## config.mk

```make
export PLATFORM = sky130hd
export DESIGN_NAME = vga_logo_scheduler
export DESIGN_NICKNAME = d
export VERILOG_FILES = /design/src/rtl/vga_logo_scheduler.sv
export SDC_FILE = /design/constraint.sdc
export NUM_CORES = 1
export LEC_CHECK = 0
export BUFFER_PORTS_ARGS = -buffer_cell sky130_fd_sc_hd__buf_4
export CORE_MARGIN = 2
export CORE_UTILIZATION = 50
export CTS_BUF_LIST = sky130_fd_sc_hd__clkbuf_4 sky130_fd_sc_hd__clkbuf_8 sky130_fd_sc_hd__clkbuf_16
export DETAILED_ROUTE_END_ITERATION = 12
export PLACE_DENSITY_LB_ADDON = 0.12
export SYNTH_ARGS = -nofsm -noshare
export SYNTH_HDL_FRONTEND = slang
export SYNTH_SLANG_ARGS = --single-unit
export TNS_END_PERCENT = 10
```

## constraint.sdc

```tcl
create_clock -name clk -period 3.34 [get_ports clk]
set_clock_uncertainty 0.15 [all_clocks]
set_input_delay 0.334 -clock clk [delete_from_list [all_inputs] [get_ports clk]]
set_output_delay 0.334 -clock clk [all_outputs]
set_load 0.03 [all_outputs]
```

## src/rtl/vga_logo_scheduler.sv

```systemverilog
// Once-per-frame bouncing-logo position, direction and palette scheduler.
// Optional mode auto-cycling is built when LOGO_SCHED_AUTOMODE_EN is defined.
module vga_logo_scheduler #(
    parameter int LOGO_SIZE      = 128,
    parameter int DISPLAY_WIDTH  = 640,
    parameter int DISPLAY_HEIGHT = 480,
    parameter int START_X        = 200,
    parameter int START_Y        = 200,
    parameter int MODE_PERIOD    = 120
) (
    input  logic       clk,
    input  logic       reset,
    input  logic [9:0] pix_x,
    input  logic [9:0] pix_y,
    input  logic       pause,
    input  logic [1:0] speed,
    output logic       frame_tick,
    output logic [9:0] logo_left,
    output logic [9:0] logo_top,
    output logic       dir_x,
    output logic       dir_y,
    output logic [2:0] color_index,
    output logic [1:0] mode
);

    localparam logic [10:0] MAX_X = 11'(DISPLAY_WIDTH - LOGO_SIZE);
    localparam logic [10:0] MAX_Y = 11'(DISPLAY_HEIGHT - LOGO_SIZE);
    localparam logic [9:0]  EVT_Y = 10'(DISPLAY_HEIGHT);

    if (MODE_PERIOD < 1) begin : g_bad_mode_period
        $error("MODE_PERIOD must be at least 1");
    end

    // Returns {hit, new_dir, new_pos}; 11-bit arithmetic so the sum never wraps.
    function automatic logic [11:0] axis_next(input logic [9:0]  pos,
                                              input logic        dir,
                                              input logic [10:0] step,
                                              input logic [10:0] lim);
        logic [10:0] sum;
        logic [10:0] dif;
        sum = {1'b0, pos} + step;
        dif = {1'b0, pos} - step;
        if (dir) begin
            if (sum >= lim) return {1'b1, 1'b0, lim[9:0]};
            else            return {1'b0, 1'b1, sum[9:0]};
        end else begin
            if ({1'b0, pos} <= step) return {1'b1, 1'b1, 10'd0};
            else                     return {1'b0, 1'b0, dif[9:0]};
        end
    endfunction

    logic        w_evt;
    logic [10:0] w_step;
    logic [11:0] w_nx;
    logic [11:0] w_ny;

    logic        r_tick;
    logic [9:0]  r_left;
    logic [9:0]  r_top;
    logic        r_dir_x;
    logic        r_dir_y;
    logic [2:0]  r_color;

    assign w_evt  = (pix_x == 10'd0) && (pix_y == EVT_Y);
    assign w_step = 11'(speed) + 11'd1;
    assign w_nx   = axis_next(r_left, r_dir_x, w_step, MAX_X);
    assign w_ny   = axis_next(r_top,  r_dir_y, w_step, MAX_Y);

    always_ff @(posedge clk) begin
        if (reset) begin
            r_tick  <= 1'b0;
            r_left  <= 10'(START_X);
            r_top   <= 10'(START_Y);
            r_dir_x <= 1'b1;
            r_dir_y <= 1'b0;
            r_color <= 3'd0;
        end else begin
            r_tick <= w_evt;
            if (w_evt && !pause) begin
                r_left  <= w_nx[9:0];
                r_dir_x <= w_nx[10];
                r_top   <= w_ny[9:0];
                r_dir_y <= w_ny[10];
                // A corner hit still advances the palette by a single step.
                if (w_nx[11] || w_ny[11]) r_color <= r_color + 3'd1;
            end
        end
    end

`ifdef LOGO_SCHED_AUTOMODE_EN
    localparam int CNT_W = (MODE_PERIOD > 1) ? $clog2(MODE_PERIOD) : 1;

    logic [CNT_W-1:0] r_frame_cnt;
    logic [1:0]       r_mode;

    // Counts every frame event, paused or not.
    always_ff @(posedge clk) begin
        if (reset) begin
            r_frame_cnt <= '0;
            r_mode      <= 2'd0;
        end else if (w_evt) begin
            if (r_frame_cnt == CNT_W'(MODE_PERIOD - 1)) begin
                r_frame_cnt <= '0;
                r_mode      <= r_mode + 2'd1;
            end else begin
                r_frame_cnt <= r_frame_cnt + 1'b1;
            end
        end
    end

    assign mode = r_mode;
`else
    assign mode = 2'b00;
`endif

    assign frame_tick  = r_tick;
    assign logo_left   = r_left;
    assign logo_top    = r_top;
    assign dir_x       = r_dir_x;
    assign dir_y       = r_dir_y;
    assign color_index = r_color;

endmodule

```

Word-level counts from Yosys, hierarchy flattened
Cells that the tools add are included.
Storage, ports and cells
  register bits: 26
  bits of input ports: 25
Operators by class
  add/subtract/negate cells: 6
  magnitude comparators: 4
  equality and inequality tests: 1
  multiplexer cells: 6
  reduce and logical (&&, ||, !) cells: 6
Operators with widths (number)
  $mux W12: 6
  $add A10 B3 Y11: 2
  $le A10 B3 Y1: 2
  $sub A10 B3 Y10: 2
  $ge A11 B10 Y1 const B: 1
  $ge A11 B9 Y1 const B: 1
  $eq A10 B9 Y1 const B: 1
  $logic_not A10 Y1: 1
  $add A2 B1 Y3 const B: 1
  $add A3 B1 Y3 const B: 1
  $logic_and A1 B1 Y1: 2
  $reduce_and A2 Y1: 1
  $logic_not A1 Y1: 1
  $logic_or A1 B1 Y1: 1

Depth between registers and ports, before layout
  depth after elaboration: 7
  depth in mapped cells: 12

Worst setup path before layout
Ideal clock, no wire load.
  path type: input to register
  start: input port speed[0]
  end: register r_color[0] (netlist: color_index[0])
  setup time: 121 ps
  arrival: 2885 ps
  setup slack: 184 ps
  cell stages on the path: 9
  cells stage by stage: ha_1 > inv_1 > fa_1 > nor3_1 > a311oi_1 > or3_1 > or2_2 > o221ai_1 > mux2_2
Between the ends
  word-level cells in the longest chain between the ends: 7
  elaborated cells between the ends (all ways): 15
  classes of those cells: add/sub: 3; order compare: 4; mux: 6; reduce/logical: 2
Ends and longest elaborated chain
  start: declaration: line 16  | input logic [1:0] speed,
  $add A2 B1 Y3 (*): line 65  | assign w_step = 11'(speed) + 11'd1;
  $add A10 B3 Y11: line 41  | sum = {1'b0, pos} + step;
  $ge A11 B10 Y1 or $ge A11 B9 Y1 (tied branches): line 44  | if (sum >= lim) return {1'b1, 1'b0, lim[9:0]};
  $mux W12: line 44
  $mux W12: line 43  | if (dir) begin
  $logic_or A1 B1 Y1 (*): line 85  | if (w_nx[11] || w_ny[11]) r_color <= r_color + 3'd1;
  $reduce_and A2 Y1 (no source line) (*)
  end signal: assignment: line 85
  end: declaration: line 62  | logic [2:0] r_color;
Mark *: on every way between the ends. The rest lies on a longest branch, timed or not.
A chain may end at the register's enable or synchronous reset.

Worst setup path in the final report
  start: register r_top[0] (netlist: logo_top[0])
  end: register r_color[0] (netlist: color_index[0])
Between the ends
  word-level cells in the longest chain between the ends: 6
  elaborated cells between the ends (all ways): 8
  classes of those cells: add/sub: 1; order compare: 2; mux: 3; reduce/logical: 2
Ends and longest elaborated chain
  start: declaration: line 59  | logic [9:0] r_top;
  start signal: assignment: line 73  | r_top <= 10'(START_Y);
  start signal: assignment: line 82  | r_top <= w_ny[9:0];
  $add A10 B3 Y11: line 41
  $ge A11 B9 Y1: line 44
  $mux W12: line 44
  $mux W12 (*): line 43
  $logic_or A1 B1 Y1 (*): line 85
  $reduce_and A2 Y1 (no source line) (*)
Marks and branches as above.

==> results_dict.tcl <==
set metrics [dict create \
    outcome "completed" \
    die_area_mm2 0.005700 \
    grt_start_max_net_pins 24 \
    synth_enable_flop_cells 0 \
    sequentialPowerShare_pct 45.2 \
    starting_density_pct 51.02 \
    clock-root-buffer "sky130_fd_sc_hd__clkbuf_8" \
    post_route_cells_drive_above_1_share_pct 22.25 \
    cts_setup_buffers 0 \
    power.switching_fraction_pct 25.38 \
    synth_top_flop_cell "sky130_fd_sc_hd__dfxtp_1" \
    chipWidth_um 75.50 \
    multi_input_comb_area_mm2 0.001843 \
    cts.hold.buffers_added 0 \
    first_iter_violations 308 \
    number_of_antenna_violations_at_the_first_check_in_global_routing 0 \
    synth_most_common_cell "sky130_fd_sc_hd__dfxtp_1" \
    tightest_slew_ns 0.5086 \
    io-pin-count 53 \
    worst_hold_slack_ns 0.2246 \
    regArea_um2 520.5 \
    grt-ovfl-total 0 \
    netlist_top_cells_area "sky130_fd_sc_hd__dfxtp_1 (20%), sky130_fd_sc_hd__ha_1 (6.9%), sky130_fd_sc_hd__o21ai_0 (4.5%), sky130_fd_sc_hd__a21oi_1 (3.5%), sky130_fd_sc_hd__nand2_1 (3.5%)" \
    port-buffer-count 50 \
    power.static_leakage_nw 1.253 \
    flops_latches_synth 26 \
    gp_congestion 0.9289 \
    rsz0062_at_grt "false" \
    timing.hold.worst_path_depth 4 \
    synth_commonest_cells "sky130_fd_sc_hd__dfxtp_1 (26), sky130_fd_sc_hd__nand2_1 (24), sky130_fd_sc_hd__o21ai_0 (23)" \
    area_growth_pct 20.70 \
    timing.final.hold_violations 0 \
    worst_setup_hold_path_clk_slew_ns 0.11 \
    p_switching_uw 177.5 \
    synth_cell_types 69 \
    placement_rows 26 \
    pwr-share-comb_pct 15.2 \
    num_antenna_cells 0 \
    cp-end-kind "register" \
    numCtsBuffers 3 \
    worstHoldPathType "in -> reg" \
    intPower_uw 521.9 \
    ir_drop_mv 0.1376 \
    mappedNetlistArea_mm2 0.002556 \
    setup_viol 0 \
    viasPerCell 6.420 \
    critical_path.max_fanout 4 \
    required_ns 3.38 \
    firstDrtPassIters 5 \
    max_freq_mhz 320.1 \
    clock_tree.htree_level_count 1 \
    avgRoutedWirePerCell_um 17.58 \
    max_stage_delay_ns 0.42 \
    place.detailed.hpwl_um 5816 \
    drtAntennaViolNets 0 \
    synth.avg_cell_area_um2 7.563 \
    drt-total-wl_um 7946 \
    cap_violations 0 \
    timing_max_transition_violations_final 0 \
    drc 0 \
    cts.sink_count 26 \
    synth_area_leader_cell "sky130_fd_sc_hd__dfxtp_1" \
    worst_skew_pair.late_latency_ns 0.28 \
    chipHeight_um 75.50 \
    max-slew-margin-rel_pct 65.83 \
    path_class "reg -> reg" \
    async_reset_ff_share_pct 0 \
    tritoncts "done" \
    crit_path_cell_trace "ha_1 > inv_1 > fa_1 > nor3_1 > a311oi_1 > or3_1 > or2_2 > o221ai_1 > mux2_2" \
    seq_area_frac_synth_pct 20.36 \
    finalCritPeriodShare_pct 93.54 \
    cts_max_path_buffers 2 \
    yosysWarnings 0 \
    yosysTopAreaCellShare_pct 20.36 \
    vias_post_dr 2902 \
    grt_usage_pct 28.85 \
    ctsResizeCount 0 \
    core_region_area_mm2 0.005010 \
    grt_first_pass_wirelength_um 12850 \
    cpMaxStageDelayCell "sky130_fd_sc_hd__or3_1" \
    final_critical_period_ns 3.124 \
    critical_path.startpoint_type "register" \
    fill_cells 475 \
    r2r.worst_path.cells 9 \
    share_clk_of_total_power_pct 39.6 \
    crit_arrival_ns 3.16 \
    number_of_cells_produced_by_synthesis 338 \
    totalNegativeSetupSlack_ns 0 \
    num-nets-final 426 \
    number_of_global_route_vias_before_repair 2696 \
    power.density_mw_per_mm2 226.7 \
]
-- power by group through the flow --
stage                     logic, mW  registers, mW  clock network [mW]
final                         0.106          0.316               0.277
after global routing          0.117          0.317               0.294
after CTS                     0.105          0.316               0.284
after detailed placement      0.104          0.323                   0
after global placement        0.102          0.323                   0
after floorplan              0.0545          0.329                   0
-- worst paths after layout --
kind | startpoint | end | slack, ns
hold / removal | pix_y[4] | frame_tick$_SDFF_PP0_ | 0.22
hold reg to reg | color_index[1]$_SDFFE_PP0P_ | color_index[1]$_SDFFE_PP0P_ | 0.35
setup / recovery | logo_top[0]$_SDFFE_PP0P_ | color_index[0]$_SDFFE_PP0P_ | 0.22
setup reg to reg | logo_top[0]$_SDFFE_PP0P_ | color_index[0]$_SDFFE_PP0P_ | 0.22
-- sequential cells by signal (all words and copies together), names as in the netlist --
| register | cells |
|---|---|
| logo_left | 10 |
| logo_top | 10 |
| color_index | 3 |
| dir_x | 1 |
| dir_y | 1 |
| frame_tick | 1 |
-- cell type report --
type	instances	area share (%)
clock inverter	1	0.9732
multi-input combinational	269	59.73
tap	70	2.839
timing repair buffer	67	16.30
inverter	16	1.946
sequential	26	16.87
clock buffer	3	1.338
-- per-layer routing --
metal	global-route usage (%)	vias up	wire length [um]
li1	-	1368	-
met1	38.52	1380	3381
met2	47.63	137	3938
met3	3.307	17	486
met4	11.31	0	140
met5	0	-	0
-- through the flow --
step / power, mW / instance area (um2) / util, % / setup slack, ns / std cells
3_3_place_gp: 0.4250 / 3014 / 60.16 / 0.06871 / 448
2_1_floorplan: 0.3833 / 2560 / - / 0.1840 / 339
3_5_place_dp: 0.4270 / 3014 / 60.16 / 0.05112 / 448
5_1_grt: 0.7273 / 3085 / 61.59 / 0.009073 / 452
4_1_cts: 0.7046 / 3085 / 61.59 / 0.2097 / 452
6_report: 0.6995 / 3085 / 61.59 / 0.2159 / 452
-- cells in the final DEF (no fill, tap or decap), types with 3 or more instances in the layout --
cell type                   n
sky130_fd_sc_hd__and3_1     4
sky130_fd_sc_hd__ha_1      14
sky130_fd_sc_hd__o211ai_1   3
sky130_fd_sc_hd__nand3_1   10
sky130_fd_sc_hd__and4_1     3
sky130_fd_sc_hd__o22ai_1    3
sky130_fd_sc_hd__nand2_1   24
sky130_fd_sc_hd__dfxtp_1   26
sky130_fd_sc_hd__clkbuf_8   3
sky130_fd_sc_hd__nand4_1    4
sky130_fd_sc_hd__nor4_1     9
sky130_fd_sc_hd__nor3b_1    3
sky130_fd_sc_hd__nor2b_1    6
sky130_fd_sc_hd__a31oi_1   12
sky130_fd_sc_hd__a21o_1     4
sky130_fd_sc_hd__or2_2      3
sky130_fd_sc_hd__a21oi_1   18
sky130_fd_sc_hd__o221ai_1   5
sky130_fd_sc_hd__o21bai_1   4
sky130_fd_sc_hd__nand2b_1   4
sky130_fd_sc_hd__a211oi_1   7
sky130_fd_sc_hd__nor3_1    16
sky130_fd_sc_hd__o21ai_0   23
sky130_fd_sc_hd__fa_1       4
sky130_fd_sc_hd__buf_4     67
sky130_fd_sc_hd__or3_1      5
sky130_fd_sc_hd__xnor2_1    4
sky130_fd_sc_hd__a311o_1    3
sky130_fd_sc_hd__inv_1     16
sky130_fd_sc_hd__nor2_1    18
sky130_fd_sc_hd__and2_1     4
sky130_fd_sc_hd__a31o_2     3
-- worst max-delay path: cells and delay by family, from the launching register on --
kind | cells | cell delay (ns)
flops | 1 | 0.41
mux | 1 | 0.37
fa+ha+maj | 2 | 0.65
simple gates | 3 | 0.98
compound gates | 2 | 0.41
buf+inv | 1 | 0.07
-- cells by family (layout without fill, tap and decap cells) --
| kind of cell | count (synthesis) | in the layout | synth area share (%) |
|---|---|---|---|
| simple gates | 125 | 125 | 26.77 |
| compound gates | 116 | 116 | 32.11 |
| buf+inv | 44 | 87 | 7.684 |
| flops | 26 | 26 | 20.36 |
| fa+ha+maj | 18 | 18 | 9.986 |
| xor+xnor | 5 | 5 | 1.713 |
| mux | 3 | 3 | 1.224 |
| other cells | 1 | 2 | 0.1467 |
Note: power is estimated with default switching activity, not from simulation.
